### src/rtl/nand_page_word_packer.sv
// nand_page_word_packer: packs NAND data-out bytes little-endian into 32-bit words
// and buffers them in a show-ahead FIFO with page tracking and back-pressure.
module nand_page_word_packer #(
   parameter int PAGE_BYTES = 2112,
   parameter int FIFO_DEPTH = 16,
   parameter int AF_MARGIN  = 2
) (
   input  logic        CLK,
   input  logic        RST,
   input  logic        PAGE_START,
   input  logic        BYTE_VALID,
   input  logic [7:0]  BYTE_IN,
   output logic        HOLD_RD,
   output logic        WORD_VALID,
   output logic [31:0] WORD_DATA,
   input  logic        WORD_READY,
   output logic        PAGE_DONE,
   output logic [15:0] BYTE_CNT,
   output logic        OVERFLOW,
   output logic        EXTRA_BYTE
);
   localparam int AW = $clog2(FIFO_DEPTH);
   localparam int PW = AW + 1;
   typedef enum logic [1:0] {IDLE, COLLECT, FLUSH, DONE} state_t;
   state_t state;
   logic [31:0] pack, wdata;
   logic [31:0] mem [FIFO_DEPTH];
   logic [AW:0] wr_ptr, rd_ptr, count;
   logic [1:0] lane;
   logic take, last, push, pop, full, wr;
   assign lane = BYTE_CNT[1:0];
   assign take = state == COLLECT && BYTE_VALID && !PAGE_START;
   assign last = BYTE_CNT == 16'(PAGE_BYTES - 1);
   assign push = (take && lane == 2'd3) || state == FLUSH;
   assign count = wr_ptr - rd_ptr;
   assign full = count == PW'(FIFO_DEPTH);
   assign pop = WORD_READY && |count;
   assign wr = push && (!full || pop);
   // upper lanes of pack are always zero before they are written, so FLUSH pads for free
   assign wdata = state == FLUSH ? pack : {BYTE_IN, pack[23:0]};
   assign WORD_VALID = |count;
   assign WORD_DATA = WORD_VALID ? mem[rd_ptr[AW-1:0]] : '0;
   assign HOLD_RD = PW'(FIFO_DEPTH) - count <= PW'(AF_MARGIN);
   always_ff @(posedge CLK)
      if (wr) mem[wr_ptr[AW-1:0]] <= wdata;
   always_ff @(posedge CLK or posedge RST) begin
      if (RST) begin
         state <= IDLE;
         pack <= '0;
         BYTE_CNT <= '0;
         OVERFLOW <= 1'b0;
         EXTRA_BYTE <= 1'b0;
         PAGE_DONE <= 1'b0;
         wr_ptr <= '0;
         rd_ptr <= '0;
      end else begin
         if (wr) wr_ptr <= wr_ptr + 1'b1;
         if (pop) rd_ptr <= rd_ptr + 1'b1;
         PAGE_DONE <= 1'b0;
         if (PAGE_START) begin
            state <= COLLECT;
            pack <= '0;
            BYTE_CNT <= '0;
            OVERFLOW <= 1'b0;
            EXTRA_BYTE <= 1'b0;
         end else begin
            if (push && full && !pop) OVERFLOW <= 1'b1;
            if (BYTE_VALID && state != COLLECT) EXTRA_BYTE <= 1'b1;
            case (state)
               IDLE: ;
               COLLECT:
                  if (BYTE_VALID) begin
                     BYTE_CNT <= BYTE_CNT + 1'b1;
                     if (lane == 2'd3) pack <= '0;
                     else pack[8*lane +: 8] <= BYTE_IN;
                     if (last) begin
                        state <= lane == 2'd3 ? DONE : FLUSH;
                        PAGE_DONE <= lane == 2'd3;
                     end
                  end
               FLUSH: begin
                  pack <= '0;
                  state <= DONE;
                  PAGE_DONE <= 1'b1;
               end
               DONE: state <= IDLE;
            endcase
         end
      end
   end
endmodule

### config.mk
export PLATFORM = sky130hd
export DESIGN_NAME = nand_page_word_packer
export DESIGN_NICKNAME = d
export VERILOG_FILES = /design/src/rtl/nand_page_word_packer.sv
export SDC_FILE = /design/constraint.sdc
export NUM_CORES = 1
export LEC_CHECK = 0
export ABC_CLOCK_PERIOD_IN_PS = 5320
export CORE_ASPECT_RATIO = 1.5
export CORE_MARGIN = 2
export CORE_UTILIZATION = 40
export DETAILED_ROUTE_END_ITERATION = 7
export PLACE_DENSITY = 0.67
export RECOVER_POWER = 100
export SETUP_SLACK_MARGIN = 0.02
export SYNTH_ARGS = -nofsm -noshare
export SYNTH_HDL_FRONTEND = slang
export SYNTH_SLANG_ARGS = --single-unit
### constraint.sdc
create_clock -name CLK -period 5.32 [get_ports CLK]
set_clock_uncertainty 0.15 [all_clocks]
set_input_delay 1.33 -clock CLK [delete_from_list [all_inputs] [get_ports CLK]]
set_output_delay 1.33 -clock CLK [all_outputs]
set_load 0.03 [all_outputs]
==> impl_metrics.csv <==
group,metric,value,unit
outcome,status,"finished with violations",
outcome,violations,"capacitance limit, slew limit",
sta,rsz0062_at_grt,"no",
sta,tns,0,ns
route,vias_per_cell,5.511,
floorplanning,core,56500,um^2
route,via_count,10994,
global_routing,first_global_vias,11484,
job,drv_cap,1,
synthesis,synth_top_flop_cell,"edfxtp_1",
route,wl_per_cell,24.99,um
route,drtIter0Drc,1063,
synthesis,synth_nets,1134,
power_and_ir_drop,p_leak,8.776,nW
sta,fmax,195.4,MHz
sta,slew_violations,40,
min_path,hold_path.class,"reg2reg",
final_layout,fin_nets,1225,
synthesis,synth_area_leaders,"edfxtp_1 (68%), mux4_2 (13%), dfrtp_1 (6.9%), mux2i_1 (2.8%), ha_1 (1.1%)",
placed_design,io_buffer_count,65,
floorplanning,die_h,296.0,um
worst_setup_path,ff2ff_path_depth,14,
clocking,cts_root_buf,"clkbuf_16",
worst_setup_path,start_kind,"register",
global_routing,grt_max_degree,131,
synthesis,synth_edf_count,512,
clocking,cts_sinks,575,
final_layout,n_antenna_cell,0,
floorplanning,num_io_pins,66,
sta,hold_viol,0,
final_layout,final_util,45.88,%
synthesis,yosys.cell_types.count,53,
floorplanning,die-area,58810,um^2
clocking,cts_made_buffers,50,
floorplanning,rows,107,
clocking,path_clk_slew,0.07,ns
worst_setup_path,critPathMaxStageDelay,0.50,ns
final_layout,layout_commonest_cell,"edfxtp_1",
worst_setup_path,cp.arrival,3.64,ns
synthesis,avgSynthCellArea,20.67,um^2
sta,post-route-period-util,96.21,%
min_path,hold_depth,1,
sta,final-setup-viol-count,0,
worst_setup_path,path_class,"reg2out",
min_path,hp-start,"wr_ptr[4]",
clocking,postCtsSetupBuffers,0,
synthesis,syn-cell-area,22740,um^2
synthesis,yosys.area.top_type,"edfxtp_1",
clocking,max-clock-path-buffers,3,
clocking,htreeDepth,2,
clocking,cts_tree,"done",
power_and_ir_drop,ir_drop,0.4914,mV
worst_setup_path,worst-path-max-fanout,32,
route,antenna_left,0,
min_path,min_to,"wr_ptr[4]",
route,drc,0,
sta,slew_headroom,-51.86,%
final_layout,final_cell_mix,"edfxtp_1 (512), mux4_2 (128), mux2i_1 (64)",
synthesis,syn-instance-count,1100,
final_layout,drive_above_1_share,21.59,%
clocking,clock_latency,0.56,ns
worst_setup_path,required,3.84,ns
synthesis,yosys_warnings,0,
worst_setup_path,cp_common_cell,"inv_1",
synthesis,seq_area_frac_synth,74.55,%
global_routing,track_usage,17.18,%
global_routing,grt_pass1_wl,73.64,mm
power_and_ir_drop,power-per-cell-area,493.4,nW/um^2
placed_design,gp_congestion,0.8220,
route,drt-pass1-iter-count,5,
placed_design,dp_hpwl,27.36,mm
floorplanning,die_w,198.7,um
floorplanning,initial_utilization,40.25,%
worst_setup_path,r2r_start,"wr_ptr[0]",
final_layout,area_delta_synth_final,13.99,%
global_routing,overflow,0,
synthesis,ys_seq_elements,575,
synthesis,async_flop_share,10.96,%
global_routing,antenna_found_initial,1,
worst_setup_path,path_cells,"inv_2 -> ha_1 -> inv_1 -> fa_1 -> a21o_1 -> a21oi_1 -> xnor2_1 -> inv_1 -> ha_1 -> inv_1 -> nand2_2 -> buf_12 -> o22ai_1 -> buf_12",
worst_setup_path,reg2reg_slack,0.35,ns
worst_setup_path,end_kind,"output port",
synthesis,yosysTopAreaCellShare,67.61,%
route,totalWireLength,49.86,mm
sta,worst_pin_slew,2.278,ns
worst_setup_path,r2r-end,"mem[5][3]",
worst_setup_path,critPathSlowestCell,"o22ai_1",
sta,min_period,5.118,ns
-- synthesized netlist by cell type, types with 3 or more instances --
| cell | n |
|---|---|
| a21o_1 | 3 |
| a21oi_1 | 12 |
| a22o_1 | 24 |
| and2_1 | 18 |
| and3_1 | 3 |
| and4_1 | 4 |
| buf_1 | 5 |
| buf_2 | 19 |
| buf_4 | 4 |
| buf_6 | 11 |
| clkbuf_1 | 16 |
| dfrtp_1 | 63 |
| edfxtp_1 | 512 |
| ha_1 | 20 |
| inv_1 | 23 |
| mux2_2 | 8 |
| mux2i_1 | 64 |
| mux4_2 | 128 |
| nand2_1 | 14 |
| nand2b_1 | 3 |
| nand3_1 | 8 |
| nand4_1 | 11 |
| nor2_1 | 20 |
| nor3_1 | 7 |
| o21ai_0 | 11 |
| o22ai_1 | 33 |
| or3_1 | 4 |
| xnor2_1 | 12 |
| xor2_1 | 10 |
-- repair_timing --
item | 4_1_cts | 5_1_grt
setup endpoints to repair | 0 | 13
hold buffers | 0 | 0
gates resized for setup | 0 | 4
-- worst max-delay path by stage --
| stage | to | depth (start not counted) | startpoint |
|---|---|---|---|
| detailed placement | WORD_DATA[15] | 6 | rd_ptr[0] |
| CTS | WORD_DATA[19] | 6 | rd_ptr[0] |
| global placement | WORD_DATA[15] | 6 | rd_ptr[0] |
| floorplan | mem[7][0] | 13 | rd_ptr[1] |
| finish | WORD_DATA[19] | 14 | wr_ptr[0] |
| global route | WORD_DATA[22] | 14 | wr_ptr[0] |
-- area by class of cell --
| type | count | area, um^2 |
|---|---|---|
| Fill cell | 4744 | 30580 |
| Sequential cell | 575 | 16960 |
| Multi-Input combinational cell | 447 | 5413 |
| Clock buffer | 67 | 1418 |
| Tap cell | 763 | 954.7 |
| Timing Repair Buffer | 94 | 844.6 |
| Clock inverter | 26 | 244.0 |
| Inverter | 23 | 88.84 |
-- power breakdown --
part           total (W)  internal [W]  switching (W)
clock            0.00366       0.00208        0.00158
sequential       0.00525       0.00511       0.000144
combinational    0.00388       0.00157        0.00231
total             0.0128       0.00875        0.00404
-- critical path: cells and delay by family, from the launching register on --
kind	cells	cell delay, ns
AOI/OAI and AO/OA	3	0.85
xor gates and xnor gates	1	0.18
adders and majority gates	3	0.78
buffers and inverters	6	0.74
DFF	1	0.42
and+or+nand+nor	1	0.08
-- registers in the layout, indices dropped and copies added, names as in the netlist --
name,cells
state,2
EXTRA_BYTE,1
pack,32
OVERFLOW,1
BYTE_CNT,16
mem,512
PAGE_DONE,1
wr_ptr,5
rd_ptr,5
-- through the flow --
stage | cells | total power, W | hold slack (ns) | worst slack [ns] | area, um^2
2_1_floorplan | 1100 | 0.008092 | 0.2974 | -0.1340 | 22740
3_3_place_gp | 1903 | 0.009762 | 0.3131 | 0.7058 | 24710
3_5_place_dp | 1903 | 0.009819 | 0.3162 | 0.6671 | 24710
4_1_cts | 1996 | 0.01345 | 0.3341 | 0.07143 | 26370
5_1_grt | 1995 | 0.01330 | 0.3567 | 0.02614 | 25920
6_report | 1995 | 0.01279 | 0.3382 | 0.2016 | 25920
-- logic make-up (layout without fill, tap and decap cells) --
kind of cell,after synthesis,in the layout,synth area share (%)
AOI/OAI and AO/OA,96,96,2.944
xor gates and xnor gates,22,22,0.8473
adders and majority gates,21,21,1.189
buffers and inverters,78,210,1.821
DFF,575,575,74.55
muxes,200,200,15.89
and+or+nand+nor,108,108,2.762
-- metal layers --
| layer | track usage, % | part of all wire (%) | up-vias |
|---|---|---|---|
| met5 | 0 | 0.032 | - |
| met4 | 5.752 | 2.8 | 2 |
| met3 | 2.456 | 5.3 | 75 |
| met2 | 30.27 | 53 | 383 |
| met1 | 21.81 | 39 | 5844 |
| li1 | - | - | 4690 |
Power figures use the tool's default switching activity.
